## config.mk

```make
export PLATFORM = sky130hd
export DESIGN_NAME = ram_port_arbiter
export DESIGN_NICKNAME = d
export VERILOG_FILES = /design/src/rtl/ram_port_arbiter.sv
export SDC_FILE = /design/constraint.sdc
export NUM_CORES = 1
export LEC_CHECK = 0
export ABC_AREA = 1
export BUFFER_PORTS_ARGS = -buffer_cell sky130_fd_sc_hd__buf_2
export CORE_MARGIN = 5
export CORE_UTILIZATION = 42
export DETAILED_ROUTE_END_ITERATION = 7
export GPL_TIMING_DRIVEN = 0
export PLACE_DENSITY = 0.85
export SETUP_SLACK_MARGIN = 0.15
export SYNTH_ARGS = -nofsm -noshare
export SYNTH_HDL_FRONTEND = slang
export SYNTH_SLANG_ARGS = --single-unit
```

## constraint.sdc

```tcl
create_clock -name clk -period 3 [get_ports clk]
set_input_delay 0.9 -clock clk [delete_from_list [all_inputs] [get_ports clk]]
set_output_delay 0.9 -clock clk [all_outputs]
set_load 0.01 [all_outputs]
```

## src/rtl/ram_port_arbiter.sv

```systemverilog
// ram_port_arbiter
// Shares one single-port RAM between NUM_REQ requesters (0 = RX loader, 1 = SF, 2 = TX).
// Round-robin grant with optional burst lock. Grant, rvalid, busy and timeout are registered.
// RAM controls are a combinational mux driven from the registered owner.
// Optional feature macro: ARB_TIMEOUT_EN adds a forced release after MAX_HOLD owned cycles.
module ram_port_arbiter #(
   parameter int NUM_REQ  = 3,
   parameter int ADDR_W   = 8,
   parameter int DATA_W   = 8,
   parameter int MAX_HOLD = 255
) (
   input  logic                        clk,
   input  logic                        rst_n,
   input  logic [NUM_REQ-1:0]          req,
   input  logic [NUM_REQ-1:0]          lock,
   input  logic [NUM_REQ-1:0]          we,
   input  logic [NUM_REQ*ADDR_W-1:0]   addr,
   input  logic [NUM_REQ*DATA_W-1:0]   wdata,
   output logic [NUM_REQ-1:0]          gnt,
   output logic [NUM_REQ-1:0]          rvalid,
   output logic [DATA_W-1:0]           rdata,
   output logic                        ram_cs,
   output logic                        ram_we,
   output logic                        ram_oe,
   output logic [ADDR_W-1:0]           ram_addr,
   output logic [DATA_W-1:0]           ram_wdata,
   input  logic [DATA_W-1:0]           ram_rdata,
   output logic                        busy,
   output logic                        timeout
);

   localparam int IDX_W = (NUM_REQ > 1) ? $clog2(NUM_REQ) : 1;

   typedef enum logic [0:0] {
      IDLE  = 1'b0,
      OWNED = 1'b1
   } state_t;

   state_t             state_r, state_n;
   logic [NUM_REQ-1:0] gnt_r, gnt_n;
   logic [NUM_REQ-1:0] rvalid_r, rvalid_n;
   logic [NUM_REQ-1:0] owner_mask_s, cand_s;
   logic [IDX_W-1:0]   owner_r, owner_n;
   logic [IDX_W-1:0]   rr_ptr_r, rr_ptr_n;
   logic [IDX_W-1:0]   win_idx_s;
   logic [IDX_W:0]     pick_s;
   logic               win_found_s;
   logic               access_s, release_s, force_s, new_grant_s;
   logic               timeout_r;

   // Round-robin search: first candidate at ptr, ptr+1, ... (mod NUM_REQ); MSB = found.
   function automatic logic [IDX_W:0] pick_winner(input logic [NUM_REQ-1:0] cand,
                                                  input logic [IDX_W-1:0]   ptr);
      logic [IDX_W:0]   res;
      logic [IDX_W-1:0] pidx;
      int               pos;
      res = {(IDX_W+1){1'b0}};
      for (int k = 0; k < NUM_REQ; k++) begin
         pos = int'(ptr) + k;
         if (pos >= NUM_REQ) begin
            pos = pos - NUM_REQ;
         end else begin
            pos = pos;
         end
         pidx = pos[IDX_W-1:0];
         if (!res[IDX_W] && cand[pidx]) begin
            res = {1'b1, pidx};
         end else begin
            res = res;
         end
      end
      return res;
   endfunction

   assign owner_mask_s = {{(NUM_REQ-1){1'b0}}, 1'b1} << owner_r;

`ifdef ARB_TIMEOUT_EN
   localparam int HOLD_W = $clog2(MAX_HOLD + 1);
   logic [HOLD_W-1:0] hold_cnt_r;

   assign force_s = (state_r == OWNED) && (hold_cnt_r == HOLD_W'(MAX_HOLD));

   // Count consecutive owned cycles of the current owner; restart at 1 on every new grant.
   always_ff @(posedge clk or negedge rst_n) begin
      if (!rst_n) begin
         hold_cnt_r <= {HOLD_W{1'b0}};
      end else if (new_grant_s) begin
         hold_cnt_r <= HOLD_W'(1);
      end else if ((state_r == OWNED) && !release_s && (hold_cnt_r != HOLD_W'(MAX_HOLD))) begin
         hold_cnt_r <= hold_cnt_r + HOLD_W'(1);
      end else begin
         hold_cnt_r <= hold_cnt_r;
      end
   end
`else
   assign force_s = 1'b0;
`endif

   // Classify the current cycle: RAM access by the owner and/or release of the grant.
   always_comb begin
      access_s  = 1'b0;
      release_s = 1'b0;
      if (state_r == OWNED) begin
         access_s  = req[owner_r];
         release_s = ~req[owner_r] | ~lock[owner_r] | force_s;
      end else begin
         access_s  = 1'b0;
         release_s = 1'b0;
      end
   end

   // Next grant: winner search (released owner excluded) and FSM transitions.
   always_comb begin
      state_n     = state_r;
      gnt_n       = gnt_r;
      owner_n     = owner_r;
      rr_ptr_n    = rr_ptr_r;
      new_grant_s = 1'b0;
      if (state_r == IDLE) begin
         cand_s = req;
      end else if (release_s) begin
         cand_s = req & ~owner_mask_s;
      end else begin
         cand_s = {NUM_REQ{1'b0}};
      end
      pick_s      = pick_winner(cand_s, rr_ptr_r);
      win_found_s = pick_s[IDX_W];
      win_idx_s   = pick_s[IDX_W-1:0];
      case (state_r)
         IDLE, OWNED: begin
            if (win_found_s) begin
               state_n     = OWNED;
               owner_n     = win_idx_s;
               gnt_n       = {{(NUM_REQ-1){1'b0}}, 1'b1} << win_idx_s;
               new_grant_s = 1'b1;
               if (win_idx_s == IDX_W'(NUM_REQ - 1)) begin
                  rr_ptr_n = {IDX_W{1'b0}};
               end else begin
                  rr_ptr_n = win_idx_s + IDX_W'(1);
               end
            end else if (release_s) begin
               state_n = IDLE;
               gnt_n   = {NUM_REQ{1'b0}};
            end else begin
               state_n = state_r;
            end
         end
         default: begin
            state_n = IDLE;
            gnt_n   = {NUM_REQ{1'b0}};
         end
      endcase
   end

   // Read data valid is flagged for the requester one cycle after its read access.
   always_comb begin
      if (access_s && !we[owner_r]) begin
         rvalid_n = owner_mask_s;
      end else begin
         rvalid_n = {NUM_REQ{1'b0}};
      end
   end

   // Arbiter state, grant, pointer and status registers.
   always_ff @(posedge clk or negedge rst_n) begin
      if (!rst_n) begin
         state_r   <= IDLE;
         gnt_r     <= {NUM_REQ{1'b0}};
         owner_r   <= {IDX_W{1'b0}};
         rr_ptr_r  <= {IDX_W{1'b0}};
         rvalid_r  <= {NUM_REQ{1'b0}};
         timeout_r <= 1'b0;
      end else begin
         state_r   <= state_n;
         gnt_r     <= gnt_n;
         owner_r   <= owner_n;
         rr_ptr_r  <= rr_ptr_n;
         rvalid_r  <= rvalid_n;
         timeout_r <= force_s;
      end
   end

   // RAM control mux from the registered owner; everything idle outside an access cycle.
   always_comb begin
      ram_cs    = 1'b0;
      ram_we    = 1'b0;
      ram_oe    = 1'b0;
      ram_addr  = {ADDR_W{1'b0}};
      ram_wdata = {DATA_W{1'b0}};
      if (access_s) begin
         ram_cs    = 1'b1;
         ram_we    = we[owner_r];
         ram_oe    = ~we[owner_r];
         ram_addr  = addr[int'(owner_r)*ADDR_W +: ADDR_W];
         ram_wdata = wdata[int'(owner_r)*DATA_W +: DATA_W];
      end else begin
         ram_cs    = 1'b0;
      end
   end

   assign gnt     = gnt_r;
   assign rvalid  = rvalid_r;
   assign rdata   = ram_rdata;
   assign busy    = (state_r == OWNED);
   assign timeout = timeout_r;

endmodule

```

[Yosys cells after proc, flatten, opt, wreduce, memory -nomap -nowiden]
Cells that the tools add are included.
Operators by class
  shifts and indexed selects: 4
  magnitude comparators: 7
  muxes and demuxes: 33
  bitwise logic cells: 6
  add/subtract/negate cells: 6
  equal/unequal tests: 1
  reductions and logical operators: 7
Operator list (number)
  $shiftx A24 B6 Y8: 2
  $mux W3: 8
  $mux W8: 2
  $mux W1: 13
  $bmux W1 S2: 6
  $lt A2 B3 Y1 const B: 4
  $mux W2: 4
  $ge A3 B2 Y1 const B: 2
  $shl A1 B2 Y3 const A: 2
  $sub A2 B2 Y2 const B: 3
  $add A2 B1 Y3 const B: 1
  $add A2 B2 Y3 const B: 1
  $and A3 B3 Y3: 1
  $logic_and A1 B1 Y1: 3
  $logic_not A1 Y1: 3
  $not A1 Y1: 3
  $not A3 Y3: 1
  $add A2 B1 Y2 const B: 1
  $eq A2 B2 Y1 const B: 1
  $ge A2 B2 Y1 const B: 1
  $reduce_bool A2 Y1: 1
  $or A1 B1 Y1: 1
Word-level totals
  bits in registers: 11
  bits of input ports: 67

[Longest topological paths before layout]
  depth after elaboration: 18
  depth in mapped cells: 14
  depth with buffers taken out: 13

[Worst setup path after synthesis]
Ideal clock, no wire load.
  path type: input -> output
  start point: input port req[2]
  end point: output port ram_addr[0]
  buffers on the path: 1
  data required time: 2.100 ns
  path slack: 0.339 ns
  arrival time: 1.761 ns
  stages on the path: 5
  cells stage by stage: nand3_1 > nand3_1 > nand2_1 > clkbuf_1 > a31oi_1
Between the ends
  word-level cells in the longest chain between the ends: 4
RTL lines
  from (decl): line 14  | input logic [NUM_REQ-1:0] req,
  $bmux W1 S2: line 104  | access_s = req[owner_r];
  $mux W1 (implied by the code): line 104
  $mux W1: line 103  | if (state_r == OWNED) begin
  $mux W8: line 190  | if (access_s) begin
  to (decl): line 25  | output logic [ADDR_W-1:0] ram_addr,
Every way passes these cells. The select of a mux whose other input is x is not followed.

[Worst setup path in the final report]
  start point: input port req[1]
  end point: output port ram_addr[1]
The elaborated chain is that of the path after synthesis.

==> impl_results.rst <==
.. list-table::
   :header-rows: 1

   * - Metric
     - Value
   * - Run status
     - complete, no violations
   * - Setup repair after global routing missed its margin
     - false
   * - Cell-by-cell trace of the critical path
     - buf_2 > nand3_1 > nand3_4 > nand2_4 > buf_6 > a31oi_1 > buf_2
   * - Reg-to-reg slack, setup
     - approximately 1.1 ns
   * - Clock transition at the register clock pins on the worst setup and hold paths after CTS
     - approximately 0.07 ns
   * - Asr flop ratio synth
     - 100%
   * - Synthesized netlist net count
     - 270
   * - Layout cells sized above 1
     - around half
   * - Top area cells in the synthesized netlist
     - sky130_fd_sc_hd__nand2_1 (22%), sky130_fd_sc_hd__dfrtp_1 (22%), sky130_fd_sc_hd__a31oi_1 (7.9%), sky130_fd_sc_hd__nand3_1 (5.9%), sky130_fd_sc_hd__buf_4 (5.3%)
   * - Critical-path maximum fanout
     - 10
   * - Worst clock skew on the final layout
     - about 0.00035 ns
   * - Core ar.
     - around 0.0030 sq mm
   * - Post-Syn Area per Cell
     - 6.31 sq um
   * - Maximum number of pins on one net before global-route repair
     - 12
   * - Post-synth top area share
     - roughly 22%
   * - Post-layout min period
     - around 2.7 ns
   * - Prevailing post-synth register cell
     - sky130_fd_sc_hd__dfrtp_1
   * - Total power
     - approximately 1.8 mW
   * - Number of antenna violations at the first check in global routing
     - 0
   * - Count of warnings emitted by yosys
     - 0
   * - MaxCap Viol Count
     - 0
   * - Max-slew violation total from the final report
     - 0
   * - Total gr overflow
     - 0
   * - Die Wd
     - about 65 um
   * - Overall via count from detail_route
     - about 1.6k
   * - Leak Pwr
     - 1.08 nW
   * - CP Launch Type
     - input pin
   * - Total Routed Length
     - 4210 um
   * - Hold WS
     - a little under 0.5 ns
   * - Class of the tightest hold or removal check
     - flop to flop
   * - Final Setup Violations
     - 0
   * - Ports
     - between 100 and 150
   * - Cell types with the highest counts after synthesis
     - sky130_fd_sc_hd__nand2_1 (76), sky130_fd_sc_hd__a31oi_1 (16), sky130_fd_sc_hd__nand3_1 (15)
   * - #FFs+latches synth
     - 11
   * - Starting utilization of the core area
     - between 40% and 50%
   * - Number of H-tree levels
     - 1
   * - Post-synth EDFFs
     - 0
   * - Peak per-stage delay on the critical path
     - about 0.17 ns
   * - Cell seen most often among critical-path stages
     - sky130_fd_sc_hd__buf_2
   * - Depth of the worst register-to-register path
     - 11
   * - Clock Tree Buf Depth
     - 2
   * - Max Freq
     - 0.365 GHz
   * - Antenna Cells
     - 0
   * - Share of the synthesized area in compound gates (AO/OA/AOI/OAI)
     - between 10% and 20%
   * - Global-route total usage across every layer
     - between 15 and 20%
   * - Final HPWL from detailed placement
     - approximately 3600 um
   * - CP Data Arrival Time
     - 1.84 ns
   * - Netlist cell types
     - 30
   * - Synth Area in Simple Gates
     - between 40% and 50%
   * - Number of hold buffers added after CTS
     - 0
   * - Startpoint of the most critical setup path
     - req[1]
   * - NumNets Final
     - ~370
   * - Cell area after synthesis
     - approximately 0.0013 sq mm
   * - Cell Pwr Density
     - ~950 mW/mm^2
   * - Xor and xnor fraction of the mapped netlist area
     - 0%
   * - Clock Latency Late Sink
     - 0.26 ns
   * - Critical Path RT
     - 2.10 ns
   * - Crit path max-delay family
     - buffers and inverters
   * - Number of buffers created by CTS
     - 3
   * - Depth of the critical timing path with buffers and inverters included
     - 7
   * - Pre-antenna DRT Iters
     - 4
   * - Root Buffer
     - sky130_fd_sc_hd__clkbuf_4
   * - DRC violation total after the first TritonRoute iteration
     - 96
   * - Detail Route Antenna Nets
     - 0
   * - Multi-input combinational cell area
     - around 840 sq um
   * - Critical path destination
     - ram_addr[1]
   * - Kind of critical path
     - input pin to primary output
   * - Number of clock sinks
     - 11
   * - Multiplexer share of the synthesized area
     - 0%
   * - Die H
     - between 60 and 70 um
   * - Register area
     - around 280 sq um
   * - Weighted congestion at the end of routability-driven global placement
     - roughly 1.0
   * - Worst voltage drop across the vdd grid
     - between 600 and 700 uV
   * - WP buf/inv
     - 3
   * - Crit path max-delay cell type
     - sky130_fd_sc_hd__buf_6
   * - Clock tree from TritonCTS
     - done
   * - Routed wire length per instance
     - around 13 um
   * - Die footprint
     - 0.00422 sq mm
   * - Combinational family with the most area after synthesis
     - simple AND/OR/NAND/NOR gates
   * - Library cell with the largest summed area after synthesis
     - sky130_fd_sc_hd__nand2_1
   * - Hold violation count in the final report
     - 0
   * - Beginning of the worst register-to-register path
     - rr_ptr_r[0]
   * - Worst reg2reg endpoint
     - rr_ptr_r[0]
   * - Sequential element share of the synthesized area
     - a little over a fifth
   * - Element type at the critical path end
     - primary output
   * - DR vias/cell
     - 4.91
   * - Cell with the most instances after synthesis
     - sky130_fd_sc_hd__nand2_1
   * - Post-layout util
     - between 60% and 70%
   * - Number of input and output port buffers inserted
     - 92
   * - Via count of the first global-routing pass
     - roughly 1.6k
   * - Synthesis-to-finish area growth
     - 45.9%
   * - Cell count after synthesis
     - roughly 200
   * - Final worst-path cycle share
     - approximately 90%
   * - Post-synthesis adder-cell area fraction
     - around 2.0%
   * - Wire length of the first global-routing pass
     - 6890 um
   * - Placement Rows
     - 20
   * - Drc violations
     - 0
   * - Layout filler cell count
     - about 280
==> power breakdown <==
part | leakage, nW | switching, mW | internal (mW)
combinational | 0.924 | 0.878 | 0.527
sequential | 0.137 | 0.0474 | 0.211
clock | 0.0150 | 0.0454 | 0.0514
total | 1.08 | 0.971 | 0.790
==> state kept, by name, summed over array words and instances, names as in the netlist <==
name / cells
rvalid: 3
rr_ptr_r: 2
owner_r: 2
busy: 1
gnt: 3
==> layout by cell type, fill, tap and decap left out, types with 5 or more instances in the layout <==
cell,Yosys,final
sky130_fd_sc_hd__dfrtp_1,11,9
sky130_fd_sc_hd__buf_4,9,9
sky130_fd_sc_hd__nand3_1,15,14
sky130_fd_sc_hd__buf_2,1,94
sky130_fd_sc_hd__inv_1,14,14
sky130_fd_sc_hd__a31oi_1,16,14
sky130_fd_sc_hd__nand2_2,7,7
sky130_fd_sc_hd__nand2_1,76,75
sky130_fd_sc_hd__nor2_1,6,6
sky130_fd_sc_hd__inv_2,5,5
==> through the flow <==
step	setup WS, ns	std cells	TNS [ns]	area, sq um
after global placement	-0.113	326	-0.785	1770
after CTS	0.160	330	0	1810
after floorplan	0.339	201	0	1270
after global routing	0.159	330	0	1850
after detailed placement	-0.0941	326	-0.638	1770
final	0.259	330	0	1850
==> worst min path at each step <==
| stage | startpoint | endpoint | slack (ns) | depth (start not counted) |
|---|---|---|---|---|
| 6_report | gnt[2] | gnt[2] | 0.48 | 2 |
| 5_1_grt | rst_n | gnt[2] | 0.49 | 1 |
| 4_1_cts | rst_n | gnt[2] | 0.49 | 1 |
| 3_5_place_dp | gnt[2] | gnt[2] | 0.46 | 2 |
| 3_3_place_gp | gnt[1] | gnt[1] | 0.46 | 2 |
| 2_1_floorplan | gnt[2] | gnt[2] | 0.51 | 2 |
==> routing by layer <==
metal  global-route usage [%]  vias to the layer above  wire (um)
met5                        0                        -          0
met4                     7.39                        0         74
met3                     2.08                        6        303
met2                     32.8                       61       2110
met1                     26.5                      717       1720
li1                         -                      836          -
==> area by class of cell <==
class                           instances  area share, %
Inverter                               21           4.67
Tap cell                               33           2.23
Sequential cell                        11           15.0
Multi-Input combinational cell        153           45.6
Clock buffer                            4           1.42
Timing Repair Buffer                   92           24.9
Buffer                                 16           6.15
==> cells by family after synthesis <==
family          after synthesis
simple gates                122
buf+inv                      37
other cells                   1
fa+ha+maj                     2
compound gates               28
flops                        11
==> worst min-delay path, stage by stage (launching register included) <==
cell and delay, ns:
sky130_fd_sc_hd__dfrtp_1 0.35, sky130_fd_sc_hd__nand2_1 0.05, sky130_fd_sc_hd__nand2_1 0.05
==> what timing repair did <==
action / in CTS / in global routing
buffers inserted: 0 / 0
gates resized for setup: 4 / 17
endpoints found under the setup margin: 10 / 16
No activity file was read; power rests on OpenSTA's default activity.
